===== src/rtl/execute.sv =====
// Execute stage: operand forwarding, ALU, destination select, E->M control register.
// Build option: define EXECUTE_NOR_EN to make ALUControlE=011 compute NOR.
module execute (
    input  logic        clk,
    input  logic        rst,
    input  logic [1:0]  forwardAE,
    input  logic [1:0]  forwardBE,
    input  logic [31:0] rd1,
    input  logic [31:0] rd2,
    input  logic [31:0] ALUOutM,
    input  logic [31:0] ResultW,
    input  logic        RegWriteE,
    input  logic        MemToRegE,
    input  logic        MemWriteE,
    input  logic        jumpE,
    input  logic [2:0]  ALUControlE,
    input  logic        ALUSrcE,
    input  logic        RegDstE,
    input  logic [4:0]  RsE,
    input  logic [4:0]  RtE,
    input  logic [4:0]  RdE,
    input  logic [31:0] SignImmE,
    output logic        RegWriteM,
    output logic        MemToRegM,
    output logic        MemWriteM,
    output logic        jumpM,
    output logic [4:0]  WriteRegE,
    output logic [31:0] WriteDataE,
    output logic [31:0] ALUOutE
);

    logic [31:0] src_a;
    logic [31:0] fwd_b;
    logic [31:0] src_b;
    logic        rs_unused;

    // RsE only feeds the hazard unit outside this stage
    assign rs_unused = ^RsE;

    always_comb begin
        src_a = rd1;
        unique case (forwardAE)
            2'b01:   src_a = ResultW;
            2'b10:   src_a = ALUOutM;
            default: src_a = rd1;
        endcase
    end

    always_comb begin
        fwd_b = rd2;
        unique case (forwardBE)
            2'b01:   fwd_b = ResultW;
            2'b10:   fwd_b = ALUOutM;
            default: fwd_b = rd2;
        endcase
    end

    assign src_b      = ALUSrcE ? SignImmE : fwd_b;
    assign WriteDataE = fwd_b;
    assign WriteRegE  = RegDstE ? RdE : RtE;

    always_comb begin
        ALUOutE = 32'h0000_0000;
        unique case (ALUControlE)
            3'b000: ALUOutE = src_a & src_b;
            3'b001: ALUOutE = src_a | src_b;
            3'b010: ALUOutE = src_a + src_b;
`ifdef EXECUTE_NOR_EN
            3'b011: ALUOutE = ~(src_a | src_b);
`else
            3'b011: ALUOutE = 32'h0000_0000;
`endif
            3'b100: ALUOutE = src_a & ~src_b;
            3'b101: ALUOutE = src_a | ~src_b;
            3'b110: ALUOutE = src_a - src_b;
            3'b111: ALUOutE = {31'd0, $signed(src_a) < $signed(src_b)};
            default: ALUOutE = 32'h0000_0000;
        endcase
    end

    always_ff @(posedge clk or posedge rst) begin
        if (rst) begin
            RegWriteM <= 1'b0;
            MemToRegM <= 1'b0;
            MemWriteM <= 1'b0;
            jumpM     <= 1'b0;
        end else begin
            RegWriteM <= RegWriteE;
            MemToRegM <= MemToRegE;
            MemWriteM <= MemWriteE;
            jumpM     <= jumpE;
        end
    end

endmodule


===== config.mk =====
export PLATFORM = sky130hd
export DESIGN_NAME = execute
export DESIGN_NICKNAME = d
export VERILOG_FILES = /design/src/rtl/execute.sv
export SDC_FILE = /design/constraint.sdc
export NUM_CORES = 1
export LEC_CHECK = 0
export CORE_UTILIZATION = 46
export CTS_CLUSTER_SIZE = 16
export DETAILED_ROUTE_END_ITERATION = 8
export PLACE_DENSITY_LB_ADDON = 0.12
export REMOVE_ABC_BUFFERS = 1
export SYNTH_ARGS = -nofsm -noshare
export SYNTH_HDL_FRONTEND = slang
export SYNTH_SLANG_ARGS = --single-unit

===== constraint.sdc =====
create_clock -name clk -period 6.3 [get_ports clk]
set_clock_uncertainty 0.2 [all_clocks]
set_input_delay 0.63 -clock clk [delete_from_list [all_inputs] [get_ports clk]]
set_output_delay 0.63 -clock clk [all_outputs]
set_load 0.01 [all_outputs]

==> run_results.csv, run 1 <==
group,metric,value,unit
setup_path,critPathTopFamily,"compound AO/OA/AOI/OAI gates",
yosys,synth-edff-count,0,
setup_path,path_buf_inv,4,
timing,max_freq,165,MHz
floorplan,die-width,120,um
clocking,clock-sinks,4,
setup_path,crit_chain,"clkdlybuf4s50_1, inv_1, ha_2, buf_12, nor2_1, a21oi_1, o21ai_0, ha_2, or3b_1, o211ai_1, a211oi_2, o21ai_2, a31oi_1, o21a_1, or3_1, and4_4, a22oi_2, clkdlybuf4s50_1",
grt,grt_overflow,0,
clocking,clkSlewWorstSetupHoldPaths,30,ps
placement,io_buffer_count,257,
setup_path,critical_path_class,"input port to output port",
final_layout,syn2layout_area_growth,46.8,%
yosys,yosys-top-cells-area,"ha_1, o21ai_0, a22oi_1, a21oi_1, nand2_1",
clocking,cts_buffer_depth,2,
final_layout,final_cell_area,9470,um^2
grt,grt_max_degree,45,
floorplan,io_pins,263,
floorplan,chipHeight,120,um
yosys,synth_area,6450,um^2
routing,viasPerCell,5.73,
outcome,status,"finished, final reports clean",
yosys,synth_seq_cells,4,
timing,period_needed,6080,ps
clocking,hold_buffers,0,
setup_path,cp.arrival,5250,ps
final_layout,diodes,0,
floorplan,die-area,14500,um^2
worst_hold_path,hold_class,"input port to async pin",
yosys,avgSynthCellArea,6.19,um^2
yosys,synth.top_cell.area_share,0.132,
yosys,synthArstFlopShare,1.00,
yosys,synthCells,1041,
power,powerDensity,149,nW/um^2
yosys,yosysWarnings,0,
yosys,synthTopCellsByCount,"nand2_1, o21ai_0, inv_1",
clocking,cts_made_buffers,3,
setup_path,crit_path_max_incr_delay,560,ps
yosys,ys_types,76,
routing,first_iter_violations,565,
setup_path,start_kind,"input port",
timing,hold_viol,0,
routing,drc,0,
grt,grt_pass1_vias,7880,
placement,gp_congestion,0.927,
clocking,root_buffer,"clkbuf_16",
yosys,synth_largest_area_cell,"ha_1",
setup_path,endpoint_kind,"output port",
timing,slew_viol_final,0,
power,p_leak,3.95,nW
setup_path,crit_path_start,"forwardBE[0]",
setup_path,crit_slowest_cell,"clkdlybuf4s50_1",
routing,dr.pass1.iters,5,
floorplan,initial_utilization,0.479,
routing,vias,8332,
placement,dpl.hpwl,18700,um
timing,finalSetupViolations,0,
final_layout,finalNetCount,1540,
clocking,cts_tree,"done",
setup_path,crit_fanout,31,
timing,hold_slack,443,ps
yosys,seq_area_frac_synth,0.0155,
flow_run,max-cap-violations,0,
timing,worst_slew_pin_slew,682,ps
placement,post_dp_cell_area,9300,um^2
yosys,yosysMostFrequentCell,"nand2_1",
grt,grt_pass1_wl,37600,um
grt,antenna_found_initial,0,
routing,drtAntennaViolNets,0,
yosys,synthFlopType,"dfrtp_1",
routing,wirelength,23400,um
final_layout,drive_gt1_frac,0.0751,
timing,finalCritPeriodShare,0.965,
timing,slew_headroom,0.544,
floorplan,placementRows,42,
clocking,htree_num_levels,1,
power,ir_drop,0.0000766,V
routing,routedWlPerCell,16.1,um
grt,track_usage,0.313,
floorplan,fp.coreArea,13500,um^2
setup_path,required,5470,ps
[layer usage]
layer / vias to the layer above / track usage / part of all wire
li1: 4167 / - / -
met2: 365 / 0.552 / 0.47
met4: 0 / 0.0602 / 0.016
met1: 3768 / 0.410 / 0.44
met3: 32 / 0.0330 / 0.074
met5: - / 0 / 0
[worst paths after layout]
kind	end	slack (ps)	cells after the start
setup / recovery	ALUOutE[31]	220	18
min in group clk	MemWriteM	650	1
hold / removal	MemToRegM	440	2
max in group asynchronous	RegWriteM	5300	2
[cell families (layout without fill, tap and decap cells)]
family	count (synthesis)	count (layout)	synth area share
xor+xnor	57	57	0.0774
flops	4	4	0.0155
buf+inv	181	418	0.113
compound gates	400	400	0.396
fa+ha+maj	96	96	0.179
mux	11	11	0.0184
simple gates	292	292	0.201
[metrics by stage]
| stage | utilization | TNS, ps | total power [mW] | instances | worst slack (ps) |
|---|---|---|---|---|---|
| 3_5_place_dp | 0.691 | 0 | 1.27 | 1448 | 105 |
| 5_1_grt | 0.704 | -25.2 | 1.53 | 1454 | -19.2 |
| 2_1_floorplan | - | 0 | 0.769 | 968 | 474 |
| 3_3_place_gp | 0.691 | 0 | 1.26 | 1448 | 191 |
| 4_1_cts | 0.697 | 0 | 1.38 | 1451 | 88.7 |
| 6_report | 0.704 | 0 | 1.41 | 1454 | 223 |
[flip-flops by register name (all words and copies together), names as in the netlist]
signal / flops
MemToRegM: 1
MemWriteM: 1
RegWriteM: 1
jumpM: 1
[final cells by class]
class	count	area, um^2
inverters	108	408
flip-flops and latches	4	100
fillers	1204	3990
multi-input cells	856	5690
clock buffers	3	75.1
well taps	176	220
repair buffers	307	2970
[where the power goes]
group	leakage, nW	internal [mW]	switching, mW
Clock	0.0370	0.0811	0.0182
Sequential	0.0466	0.0272	0.000485
Combinational	3.87	0.602	0.678
[what timing repair did]
item | 4_1_cts | 5_1_grt
gates resized for setup | 0 | 23
hold endpoints to repair | 0 | 0
endpoints found under the setup margin | 0 | 8
setup buffers | 0 | 3
[cell usage in the layout, fill, tap and decap left out, types with 5 or more instances in the layout]
cell,n
clkdlybuf4s50_1,255
nand2_1,125
o21ai_0,112
inv_1,103
a21oi_1,99
nor2_1,87
a22oi_1,66
ha_1,63
xnor2_1,53
buf_4,47
maj3_1,26
nor3_1,16
o21ai_1,15
o31ai_1,13
nor2b_1,12
a31oi_1,11
a21o_1,10
o21bai_1,8
mux2_2,7
o211ai_1,7
nand3_1,7
nand4_1,7
nand2b_1,7
o21a_1,6
or3_1,6
nor3_2,5
Note: power is estimated with default switching activity, not from simulation.
==> run 2, diff against run 1 <==
--- a/config.mk
+++ b/config.mk
@@ -5,9 +5,12 @@
 export SDC_FILE = /design/constraint.sdc
 export NUM_CORES = 1
 export LEC_CHECK = 0
-export CORE_UTILIZATION = 46
+export ABC_AREA = 1
+export CORE_MARGIN = 10
+export CORE_UTILIZATION = 50
 export CTS_CLUSTER_SIZE = 16
 export DETAILED_ROUTE_END_ITERATION = 8
+export GPL_TIMING_DRIVEN = 0
 export PLACE_DENSITY_LB_ADDON = 0.12
 export REMOVE_ABC_BUFFERS = 1
 export SYNTH_ARGS = -nofsm -noshare
==> run_results.csv, run 2 <==
group,metric,value,unit
clocking,cts_tree,"done",
floorplan,initial_utilization,0.511,
floorplan,io_pins,263,
yosys,synth_seq_cells,4,
grt,use_met3,0.0946,
grt,use_met2,0.511,
setup_path,start_kind,"input port",
clocking,clkSlewWorstSetupHoldPaths,30,ps
placement,dpl.hpwl,33200,um
routing,viasPerCell,5.46,
yosys,synthArstFlopShare,1.00,
final_layout,finalNetCount,2272,
routing,routedWlPerCell,18.0,um
grt,grt_use_met1,0.403,
timing,hold_viol,0,
timing,slew_viol_final,0,
grt,grt_pass1_vias,11300,
setup_path,crit_chain,"clkdlybuf4s50_1, inv_1, ha_2, inv_4, o21ai_1, nand2_1, o21ai_2, inv_2, ha_1, inv_1, fa_1, inv_1, nand3_1, nand3_1, nand3_1, nand3_1, nand2_1, nand3_1, nand3_1, nand4_1, clkdlybuf4s50_1",
final_layout,post-route-util,0.662,
yosys,synthCells,1820,
grt,grt_overflow,0,
grt,track_usage,0.319,
clocking,cts_made_buffers,3,
grt,antenna_found_initial,3,
final_layout,syn2layout_area_growth,29.5,%
yosys,synth_area,8870,um^2
clocking,root_buffer,"clkbuf_16",
routing,wirelength,40300,um
floorplan,fp.coreArea,17400,um^2
yosys,yosysMostFrequentCell,"nand2_1",
setup_path,critPathTopFamily,"buffers and inverters",
timing,finalSetupViolations,0,
yosys,yosys-top-cells-area,"nand2_1, inv_1, nand3_1, ha_1, nand4_1",
clocking,clock-sinks,4,
setup_path,required,5470,ps
setup_path,endpoint_kind,"output port",
routing,first_iter_violations,1244,
yosys,yosysWarnings,0,
final_layout,fillers,1731,
yosys,synthTopCellsByCount,"nand2_1, inv_1, nand3_1",
routing,drtAntennaViolNets,0,
clocking,htree_num_levels,1,
setup_path,cp.arrival,5230,ps
power,p_leak,6.15,nW
yosys,synth-edff-count,0,
timing,max_freq,165,MHz
timing,rsz0062_at_grt,"false",
setup_path,critical_path_class,"input port to output port",
floorplan,die-width,153,um
final_layout,final_common_cell,"nand2_1",
final_layout,final_cell_area,11500,um^2
routing,vias,12200,
final_layout,drive_gt1_frac,0.0726,
final_layout,layout_common_cells,"nand2_1, inv_1, clkdlybuf4s50_1",
placement,gp_congestion,1.06,
placement,io_buffer_count,257,
yosys,ys_types,52,
floorplan,chipHeight,153,um
clocking,hold_buffers,0,
timing,finalCritPeriodShare,0.961,
grt,busiest_layer,"met2",
yosys,avgSynthCellArea,4.87,um^2
yosys,synthFlopType,"dfrtp_1",
power,ir_drop,0.000188,V
grt,grt_max_degree,65,
clocking,cts_buffer_depth,2,
placement,post_dp_cell_area,11400,um^2
setup_path,path_buf_inv,7,
flow_run,max-cap-violations,0,
yosys,synth.top_cell.area_share,0.298,
floorplan,placementRows,48,
setup_path,crit_slowest_cell,"clkdlybuf4s50_1",
grt,grt_pass1_wl,60800,um
timing,slew_headroom,0.0581,
yosys,seq_area_frac_synth,0.0113,
setup_path,crit_path_max_incr_delay,540,ps
timing,worst_slew_pin_slew,1410,ps
routing,drc,0,
setup_path,crit_fanout,63,
yosys,synth_largest_area_cell,"nand2_1",
worst_hold_path,hold_class,"input port to async pin",
setup_path,cp_common_cell,"nand3_1",
routing,dr.pass1.iters,7,
floorplan,die-area,23500,um^2
outcome,status,"finished, final reports clean",
power,powerDensity,163,nW/um^2
timing,period_needed,6060,ps
-- run 2: timing repair --
item,in CTS,in global routing
setup buffers,0,0
gates cloned,0,0
endpoints found under the setup margin,2,21
resized for setup,3,8
-- run 2: metrics by stage --
| stage | power [mW] | worst slack [ps] | instances | hold slack (ps) | setup TNS [ps] |
|---|---|---|---|---|---|
| detailed placement | 1.71 | -116 | 2231 | 633 | -142 |
| global route | 2.05 | 3.66 | 2238 | 419 | 0 |
| floorplan | 1.09 | 1970 | 1748 | 196 | 0 |
| global placement | 1.69 | -35.0 | 2230 | 622 | -35.0 |
| finish | 1.87 | 244 | 2238 | 397 | 0 |
| CTS | 1.82 | 2.56 | 2234 | 403 | 0 |
-- run 2: layout make-up --
| type | instances | area [um^2] | area share |
|---|---|---|---|
| clock buffers | 3 | 75.1 | 0.00654 |
| repair buffers | 259 | 2620 | 0.228 |
| well taps | 225 | 282 | 0.0245 |
| multi-input cells | 1391 | 7070 | 0.616 |
| inverters | 353 | 1330 | 0.116 |
| diodes | 3 | 7.51 | 0.000654 |
| flip-flops and latches | 4 | 100 | 0.00872 |
-- run 2: kinds of logic after synthesis --
kind of cell	Yosys count	share of synthesized area
AND/OR/NAND/NOR	1105	0.537
XOR/XNOR	6	0.00677
buffers and inverters	425	0.195
adder cells (fa/ha/maj)	70	0.100
flip-flops	4	0.0113
AO/OA/AOI/OAI	205	0.143
multiplexers	5	0.00635
-- run 2: per-layer routing --
| layer | wire [um] | share of wire |
|---|---|---|
| met4 | 1090 | 0.027 |
| met3 | 5010 | 0.12 |
| met2 | 17900 | 0.45 |
| met1 | 16200 | 0.40 |
| met5 | 0 | 0 |
-- run 2: report_power, final --
| part | switching, mW | total, mW | leakage (nW) | internal [mW] |
|---|---|---|---|---|
| Sequential | 0.000443 | 0.0276 | 0.0466 | 0.0272 |
| Clock | 0.0175 | 0.0985 | 0.0370 | 0.0811 |
| Combinational | 1.11 | 1.74 | 6.07 | 0.635 |
| Total | 1.13 | 1.87 | 6.15 | 0.743 |
-- run 2: worst max path at each step --
stage / from / end / cells past startpoint
6_report: forwardBE[0] / ALUOutE[28] / 21
5_1_grt: forwardBE[0] / ALUOutE[28] / 21
4_1_cts: forwardAE[0] / ALUOutE[28] / 19
3_5_place_dp: forwardBE[0] / ALUOutE[28] / 21
3_3_place_gp: forwardBE[0] / ALUOutE[28] / 21
2_1_floorplan: forwardBE[0] / ALUOutE[28] / 19
==> run 3, diff against run 2 <==
--- a/config.mk
+++ b/config.mk
@@ -10,9 +10,11 @@
 export CORE_UTILIZATION = 50
 export CTS_CLUSTER_SIZE = 16
 export DETAILED_ROUTE_END_ITERATION = 8
+export GPL_ROUTABILITY_DRIVEN = 0
 export GPL_TIMING_DRIVEN = 0
 export PLACE_DENSITY_LB_ADDON = 0.12
 export REMOVE_ABC_BUFFERS = 1
+export SLEW_MARGIN = 0
 export SYNTH_ARGS = -nofsm -noshare
 export SYNTH_HDL_FRONTEND = slang
 export SYNTH_SLANG_ARGS = --single-unit
==> run_results.csv, run 3 (synthesis gave the netlist of run 2 again) <==
group,metric,value,unit
final_layout,drive_gt1_frac,0.0726,
final_layout,final_cell_count_no_fill,2237,
floorplan,die-width,153,um
routing,routedWlPerCell,17.3,um
timing,rsz0062_at_grt,"false",
clocking,clkSlewWorstSetupHoldPaths,30,ps
routing,drtAntennaViolNets,0,
flow_run,max-cap-violations,0,
power,p_total,1.85,mW
timing,period_needed,5990,ps
outcome,status,"finished, final reports clean",
grt,track_usage,0.305,
clocking,cts_setup_buffers,0,
timing,hold_slack,409,ps
clocking,root_buffer,"clkbuf_16",
timing,max_freq,167,MHz
setup_path,required,5470,ps
grt,grt_pass1_vias,11100,
timing,hold_viol,0,
timing,setup_ws,307,ps
clocking,hold_buffers,0,
final_layout,syn2layout_area_growth,29.4,%
grt,grt_overflow,0,
clocking,htree_num_levels,1,
power,p_leak,6.15,nW
routing,dr.pass1.iters,6,
worst_hold_path,hold_class,"input port to async pin",
timing,finalSetupViolations,0,
setup_path,endpoint_kind,"output port",
timing,tns,0,ps
setup_path,start_kind,"input port",
timing,worst_slew_pin_slew,1360,ps
clocking,cts_made_buffers,3,
final_layout,layout_common_cells,"nand2_1, inv_1, clkdlybuf4s50_1",
setup_path,cp_common_cell,"nand2_1",
final_layout,final_common_cell,"nand2_1",
floorplan,initial_utilization,0.511,
final_layout,finalNetCount,2272,
setup_path,critical_path_class,"input port to output port",
placement,pre_cts_slack,-17.1,ps
setup_path,path_buf_inv,7,
placement,dp.cells,2232,
placement,io_buffer_count,257,
timing,finalCritPeriodShare,0.951,
clocking,cts_resized,2,
floorplan,fp.coreArea,17400,um^2
grt,antenna_found_initial,2,
grt,grt_max_degree,64,
floorplan,io_pins,263,
routing,drc,0,
routing,wirelength,38600,um
timing,slew_viol_final,0,
clocking,cts_buffer_depth,2,
power,ir_drop,0.000180,V
setup_path,critPathTopFamily,"buffers and inverters",
routing,viasPerCell,5.47,
floorplan,placementRows,48,
setup_path,crit_slowest_cell,"clkdlybuf4s50_1",
clocking,cts_tree,"done",
setup_path,crit_chain,"clkdlybuf4s50_1, inv_1, ha_2, inv_4, nand3_1, o21ai_1, nand2_1, o21ai_2, inv_1, ha_1, inv_2, nand2_1, nand2_1, inv_1, nand3_2, nand2_1, nand3_1, a21boi_0, o21ai_0, nand4_1, clkdlybuf4s50_1",
power,powerDensity,161,nW/um^2
clocking,clock-sinks,4,
setup_path,cp.depth,21,
floorplan,chipHeight,153,um
grt,grt_pass1_wl,59000,um
routing,vias,12200,
setup_path,crit_path_max_incr_delay,670,ps
routing,first_iter_violations,1462,
setup_path,cp.arrival,5160,ps
setup_path,crit_fanout,63,
floorplan,die-area,23500,um^2
timing,slew_headroom,0.0912,
placement,dpl.hpwl,31900,um
## run 3: layout make-up
class,count,area (um^2)
multi-input cells,1391,7070
fillers,1696,5890
repair buffers,259,2610
inverters,353,1330
well taps,225,282
flip-flops and latches,4,100
clock buffers,3,75.1
diodes,2,5.00
## run 3: metrics by stage
stage / instance area, um^2 / utilization
final: 11500 / 0.661
after global placement: 11300 / 0.652
after CTS: 11400 / 0.659
after detailed placement: 11400 / 0.655
after global routing: 11500 / 0.661
after floorplan: 8460 / -
## run 3: per-layer routing
layer | GRT usage | share of wire | up-vias
met2 | 0.490 | 0.44 | 704
li1 | - | - | 6070
met3 | 0.0816 | 0.13 | 90
met1 | 0.385 | 0.40 | 5372
met5 | 0 | 0 | -
met4 | 0.0990 | 0.035 | 0
## run 3: worst max path at each step
stage	start	to	slack (ps)
2_1_floorplan	forwardBE[0]	ALUOutE[28]	1970
3_3_place_gp	forwardBE[0]	ALUOutE[28]	-20
6_report	forwardBE[0]	ALUOutE[14]	310
4_1_cts	forwardAE[0]	ALUOutE[28]	40
5_1_grt	forwardBE[0]	ALUOutE[28]	60
3_5_place_dp	forwardBE[0]	ALUOutE[28]	-20
## run 3: power breakdown
| group | internal (mW) | switching [mW] |
|---|---|---|
| Sequential | 0.0272 | 0.000355 |
| Combinational | 0.633 | 1.09 |
| Clock | 0.0813 | 0.0195 |
| Total | 0.741 | 1.11 |
